## config.mk

```make
export PLATFORM = sky130hd
export DESIGN_NAME = stream_mux_rr
export DESIGN_NICKNAME = d
export VERILOG_FILES = /design/src/rtl/stream_mux_pkg.sv /design/src/rtl/rr_pick.sv /design/src/rtl/stream_mux_rr.sv
export SDC_FILE = /design/constraint.sdc
export NUM_CORES = 1
export LEC_CHECK = 0
export CAP_MARGIN = 5
export CORE_MARGIN = 8
export CORE_UTILIZATION = 43
export CTS_CLUSTER_DIAMETER = 100
export DETAILED_ROUTE_END_ITERATION = 10
export PLACE_DENSITY = 0.85
export SLEW_MARGIN = 0
export SYNTH_ARGS = -nofsm -noshare
export SYNTH_HDL_FRONTEND = slang
export SYNTH_SLANG_ARGS = --single-unit
export TNS_END_PERCENT = 1
```

## constraint.sdc

```tcl
create_clock -name clk -period 4.8 [get_ports clk]
set_input_delay 1.2 -clock clk [delete_from_list [all_inputs] [get_ports clk]]
set_output_delay 1.2 -clock clk [all_outputs]
set_load 0.01 [all_outputs]
```

## src/rtl/stream_mux_pkg.sv

```systemverilog
// stream_mux_pkg: shared mode type and pointer helper for the stream multiplexer.
package stream_mux_pkg;
    typedef enum logic {MODE_MANUAL = 1'b0, MODE_RR = 1'b1} mux_mode_e;
    function automatic int next_ptr(input int ptr, input int n);
        return (ptr == n - 1) ? 0 : ptr + 1;
    endfunction
endpackage

```

## src/rtl/rr_pick.sv

```systemverilog
// rr_pick: rotating-priority encoder, first set req bit at or after start, wrapping modulo N_CH.
module rr_pick #(
    parameter int N_CH = 4,
    localparam int SEL_W = $clog2(N_CH)
) (
    input  logic [N_CH-1:0]  req,
    input  logic [SEL_W-1:0] start,
    output logic             found,
    output logic [SEL_W-1:0] idx
);
    function automatic logic [SEL_W-1:0] wrap(input int s);
        return SEL_W'((s >= N_CH) ? s - N_CH : s);
    endfunction
    // Scan from the farthest offset down so the nearest requester wins last.
    always_comb begin
        found = 1'b0;
        idx = '0;
        for (int k = N_CH - 1; k >= 0; k--) begin
            if (req[wrap(int'(start) + k)]) begin
                found = 1'b1;
                idx = wrap(int'(start) + k);
            end
        end
    end
endmodule

```

## src/rtl/stream_mux_rr.sv

```systemverilog
// stream_mux_rr: N-channel valid/ready stream mux with manual or round-robin select
// and a registered one-deep output stage.
module stream_mux_rr #(
    parameter int N_CH = 4,
    parameter int WIDTH = 8,
    localparam int SEL_W = $clog2(N_CH)
) (
    input  logic                  clk,
    input  logic                  rst,
    input  logic                  mode,
    input  logic [SEL_W-1:0]      sel,
    input  logic [N_CH-1:0]       in_valid,
    input  logic [N_CH*WIDTH-1:0] in_data,
    output logic [N_CH-1:0]       in_ready,
    output logic                  out_valid,
    output logic [WIDTH-1:0]      out_data,
    output logic [SEL_W-1:0]      out_ch,
    input  logic                  out_ready
);
    import stream_mux_pkg::*;
    localparam int NP = 1 << SEL_W;
    // Zero-padded so an out-of-range manual select simply finds no valid.
    logic [NP-1:0]    valid_pad;
    logic [SEL_W-1:0] rr_ptr, rr_idx, grant;
    logic             rr_found, rr_mode, grant_ok, load_en, xfer;
    assign valid_pad = NP'(in_valid);
    assign rr_mode = mode == MODE_RR;
    rr_pick #(.N_CH(N_CH)) u_pick (
        .req(in_valid),
        .start(rr_ptr),
        .found(rr_found),
        .idx(rr_idx)
    );
    always_comb begin
        grant = rr_mode ? rr_idx : sel;
        grant_ok = !rst && (rr_mode ? rr_found : valid_pad[sel]);
        load_en = !out_valid || out_ready;
        xfer = grant_ok && load_en;
        in_ready = xfer ? N_CH'(1) << grant : '0;
    end
    always_ff @(posedge clk) begin
        if (rst) begin
            out_valid <= 1'b0;
            out_data <= '0;
            out_ch <= '0;
            rr_ptr <= '0;
        end else begin
            if (load_en) out_valid <= grant_ok;
            if (xfer) begin
                out_data <= in_data[int'(grant) * WIDTH +: WIDTH];
                out_ch <= grant;
                if (rr_mode) rr_ptr <= SEL_W'(next_ptr(int'(grant), N_CH));
            end
        end
    end
endmodule

```

# Yosys cells after proc, flatten, opt, wreduce, memory -nomap -nowiden
# Index checks and enable logic that the tools add are counted.
# Widths: inputs -> output; s select.
# totals
regBits,13
in_bits,42
output_inout_bits,15
elab_cells,56
# classes
addsub,8
order_cmp,9
eq_ne,1
shift,2
n_mux,26
reduce_logical,6
# ops
operator,n
$shiftx 32x6->8,1
$mux 2,10
$lt 2x3->1 const B,5
$bmux 1 s2,5
$mux 1,10
$ge 3x3->1 const B,3
$sub 2x1->2 const B,4
$add 2x2->3 const B,2
$mux 4,1
$shl 1x2->4 const A,1
$add 2x1->3 const B,1
$ge 2x3->1 const B,1
$add 2x1->2 const B,1
$eq 2x1->1 const B,1
$logic_and 1x1->1,2
$logic_not 1->1,2
$reduce_and 2->1,1
$logic_or 1x1->1,1

# Longest topological paths before layout
# Gate-level depths: netlist of the first run.
# depth
ltp_word,13
mapped_depth,8
mapped_depth_nobuf,5

# Modules after synthesis
# A second synthesis of the first run with hierarchy kept.
# hier_totals
cells_unflattened,78
area_unflattened_um2,870.8
# by_module_without_submodules
mod,instances,cells_per_inst,area_each_um2,seq_area_each_um2
stream_mux_rr,1,65,793.3,260.2
rr_pick,1,13,77.6,0.0

# Worst setup path before layout of the first run
# No wires, ideal clock.
# synth_path
path_type,input to output
start,in in_valid[3]
end,out in_ready[2]
arrival_ns,2.695
required_time_ns,3.600
path_slack_ns,0.905
stages,7
path_buffers,2
cell_sequence,clkbuf_1 mux4_2 nor2_1 nor4_1 clkbuf_1 nand2_1 nor3_1
# synth_via
elab_chain_cells,10
word_cells_on_any_way,24
classes_between,1 x shift; 21 x mux; 2 x reduce/logical
# synth_lines
element,line_no,text
start: declaration,stream_mux_rr.sv:12,"input logic [N_CH-1:0] in_valid,"
$bmux 1 s2,rr_pick.sv:19,if (req[wrap(int'(start) + k)]) begin
$mux 1 (not written as such),rr_pick.sv:19,
$mux 1 (4 in series),rr_pick.sv:19,
$mux 1,stream_mux_rr.sv:36,grant_ok = !rst && (rr_mode ? rr_found : valid_pad[sel]);
$logic_and 1x1->1,stream_mux_rr.sv:36,
$logic_and 1x1->1,stream_mux_rr.sv:38,xfer = grant_ok && load_en;
$mux 4 (*),stream_mux_rr.sv:39,in_ready = xfer ? N_CH'(1) << grant : '0;
end: declaration,stream_mux_rr.sv:14,"output logic [N_CH-1:0] in_ready,"
# Every way passes the cells marked *; elsewhere a longest branch is shown, timed or not. The select of a mux whose other input is x is not followed.

# Final worst setup path of the first run
# layout_path
start,in in_valid[2]
end,out in_ready[0]
# Same word-level chain as after synthesis.

==> results.ini, run 1 <==
[clock_tree]
cts_sinks=13
cts_htree_levels=1
clk_path_buf_depth=2
cts_buffers=3
post-cts-setup-buffers=0
hold_buffers=0
clk_latency_ns=0.28
cts_tree=built
cts-root-buf=clkbuf_4
clkTransAtPathRegs_ns=0.08

[setup_path]
critPathKind=primary input to primary output
cp-start-kind=primary input
worst_ep_arrival_time_ns=3.48
worstPathCellList=clkdlybuf4s50_1 -> buf_4 -> nand2_1 -> a2111o_1 -> and4_4 -> nor2_1 -> and3_1 -> clkdlybuf4s50_1
crit_fanout=12
slowest_delay_ns=0.56
cpMostUsedCell=clkdlybuf4s50_1
reg2reg_setup_slack_ns=2.77
end_kind=primary output
critPathSlowestCell=clkdlybuf4s50_1
required_ns=3.60

[detailed_routing]
viasPerCell=6.23
drt-initial-drc-count=125
vias=1464
drt-wirelength-per-cell_um=17.5
postRouteAntennaNets=0
firstDrtPassIters=4
wl_um=4110
post-route-drc-count=0

[die]
rows=18
die_h_um=67.5
num_io_pins=57
die_w_um=67.5
core-area_sq_um=2500
start_util_pct=45.5
die-area_sq_um=4550

[final_layout]
multi_input_area_sq_um=786
final_nets=248
layout_common_cells=clkdlybuf4s50_1 (56), nor2_1 (14), dfxtp_1 (13), buf_4 (11), a31oi_1 (10)
areaGrowthSynthToFinish_pct=56.9
finalNonFillerCells=235
layout_commonest_cell=clkdlybuf4s50_1
diodes=0
register_area_sq_um=260
drive_above_1_share_pct=11.2
nFillCells=210

[timing]
min_period_ns=4.68
whs_ns=0.471
period_share_pct=97.5
setup_violations=0
fin_worst_skew_ns=0.00465
fin_tns_setup_ns=0
rsz0062_at_grt=no
tightest_slew_ns=0.913
slew_headroom_pct=38.3
maxSlewViolCount=0
max_freq_mhz=214
finalHoldViolCount=0

[placed_design]
place.gp.congestion=0.831
place_inst=231
dp_hpwl_um=3170
io_buffers=56

[yosys]
synth-edff-count=0
yosysSeqAreaShare_pct=22.9
synthDistinctLibCells=41
syn_area_sq_um=1140
ys.flop_type=dfxtp_1
async_reset_ff_share_pct=0
syn_nets=190
yosysWarnings=0
ys_seq_elements=13
synthCells=148
avgSynthCellArea_sq_um=7.69

[power]
vdd_drop_max_v=0.000226
p_leak_nw=0.640
p_per_area_nw_per_um2=219
comb_power_share_pct=48.4
p_clk_share_pct=17.6
seq_power_share_pct=34.0
switching_share_pct=34.1
p_int_uw=257
p_switching_uw=133

[global_route]
grt_pass1_vias=1416
grt_usage_pct=17.1
antenna_found_initial=0
gr-total-overflow=0
grt_first_pass_wirelength_um=6230
grt_max_degree=20

[hold_path]
min_path_type=flip-flop to flip-flop

[run_status]
outcome=complete, no violations

[job]
drv_cap=0

==> cells in the mapped netlist (4+ instances only) <==
master / n / share of area, %
clkbuf_1: 8 / 2.6
buf_2: 4 / 1.8
a41oi_1: 8 / 6.2
a31oi_1: 10 / 5.5
a32o_1: 8 / 7.0
nand2_1: 5 / 1.6
o22ai_1: 8 / 4.4
dfxtp_1: 13 / 23
inv_1: 8 / 2.6
nor2b_1: 8 / 4.4
o211ai_1: 8 / 5.3
nor2_1: 14 / 4.6
nor4_1: 9 / 4.9
==> layout make-up <==
| type | count | share of cell area, % |
|---|---|---|
| inverters | 9 | 1.89 |
| repair buffers | 67 | 36.0 |
| clock buffers | 4 | 1.47 |
| multi-input cells | 112 | 44.0 |
| flip-flops and latches | 13 | 14.6 |
| well taps | 30 | 2.10 |
==> power groups by stage <==
| stage | combinational, mW | clock (mW) | sequential [mW] |
|---|---|---|---|
| after global routing | 0.202 | 0.0765 | 0.134 |
| after CTS | 0.188 | 0.0683 | 0.133 |
| after detailed placement | 0.186 | 0 | 0.135 |
| final | 0.189 | 0.0687 | 0.133 |
| after global placement | 0.183 | 0 | 0.134 |
| after floorplan | 0.0923 | 0 | 0.139 |
==> routing by layer <==
metal	vias to the layer above	track usage [%]	part of all wire, %
li1	702	-	-
met1	695	18.3	41
met2	62	32.1	51
met3	5	6.62	7.6
met4	0	1.57	0.75
met5	-	0	0
==> critical path, delay by kind of cell <==
family | cells | cell delay [ns]
and+or+nand+nor | 4 | 0.62
AOI/OAI and AO/OA | 1 | 0.40
buffers and inverters | 3 | 1.27
==> state kept, by name (all words and copies together), names as in the netlist <==
register and cells:
rr_ptr 2, out_ch 2, out_data 8, out_valid 1
==> final timing paths <==
path              depth (start not counted)     endpoint         from
hold / removal                            1  out_data[6]  out_data[6]
hold reg to reg                           1  out_data[6]  out_data[6]
setup reg to reg                          5    rr_ptr[1]    rr_ptr[1]
setup / recovery                          8  in_ready[0]  in_valid[2]
==> cells by family (layout without fill, tap and decap cells) <==
logic type | Yosys count | count (layout) | share of synthesized area, %
compound gates | 56 | 56 | 37.9
flops | 13 | 13 | 22.9
simple gates | 53 | 53 | 25.7
buf+inv | 23 | 80 | 8.68
mux | 3 | 3 | 4.83
==> timing repair <==
action	4_1_cts	5_1_grt
endpoints found under the setup margin	0	2
hold endpoints to repair	0	0
resized for setup	0	1
==> stage by stage <==
stage	cell area, sq um	util (%)	setup slack (ns)	power, mW
after CTS	1780	71.2	0.0225	0.388
after detailed placement	1750	70.2	0.0275	0.321
after global placement	1750	70.2	0.129	0.318
final	1790	71.5	0.121	0.390
after global routing	1790	71.5	0.0475	0.413
after floorplan	1140	-	0.905	0.231
Note: power is estimated with default switching activity, not from simulation.
==> inputs of run 2 (changes only) <==
CTS_CLUSTER_DIAMETER = default   (was 100)
==> results of run 2 <==
The final DEF is identical to that of run 1; final timing and power are the same.
==> inputs of run 3 (changes only) <==
CTS_CLUSTER_SIZE = 8   (was default)
==> results of run 3 <==
The final DEF is identical to that of run 1; final timing and power are the same.
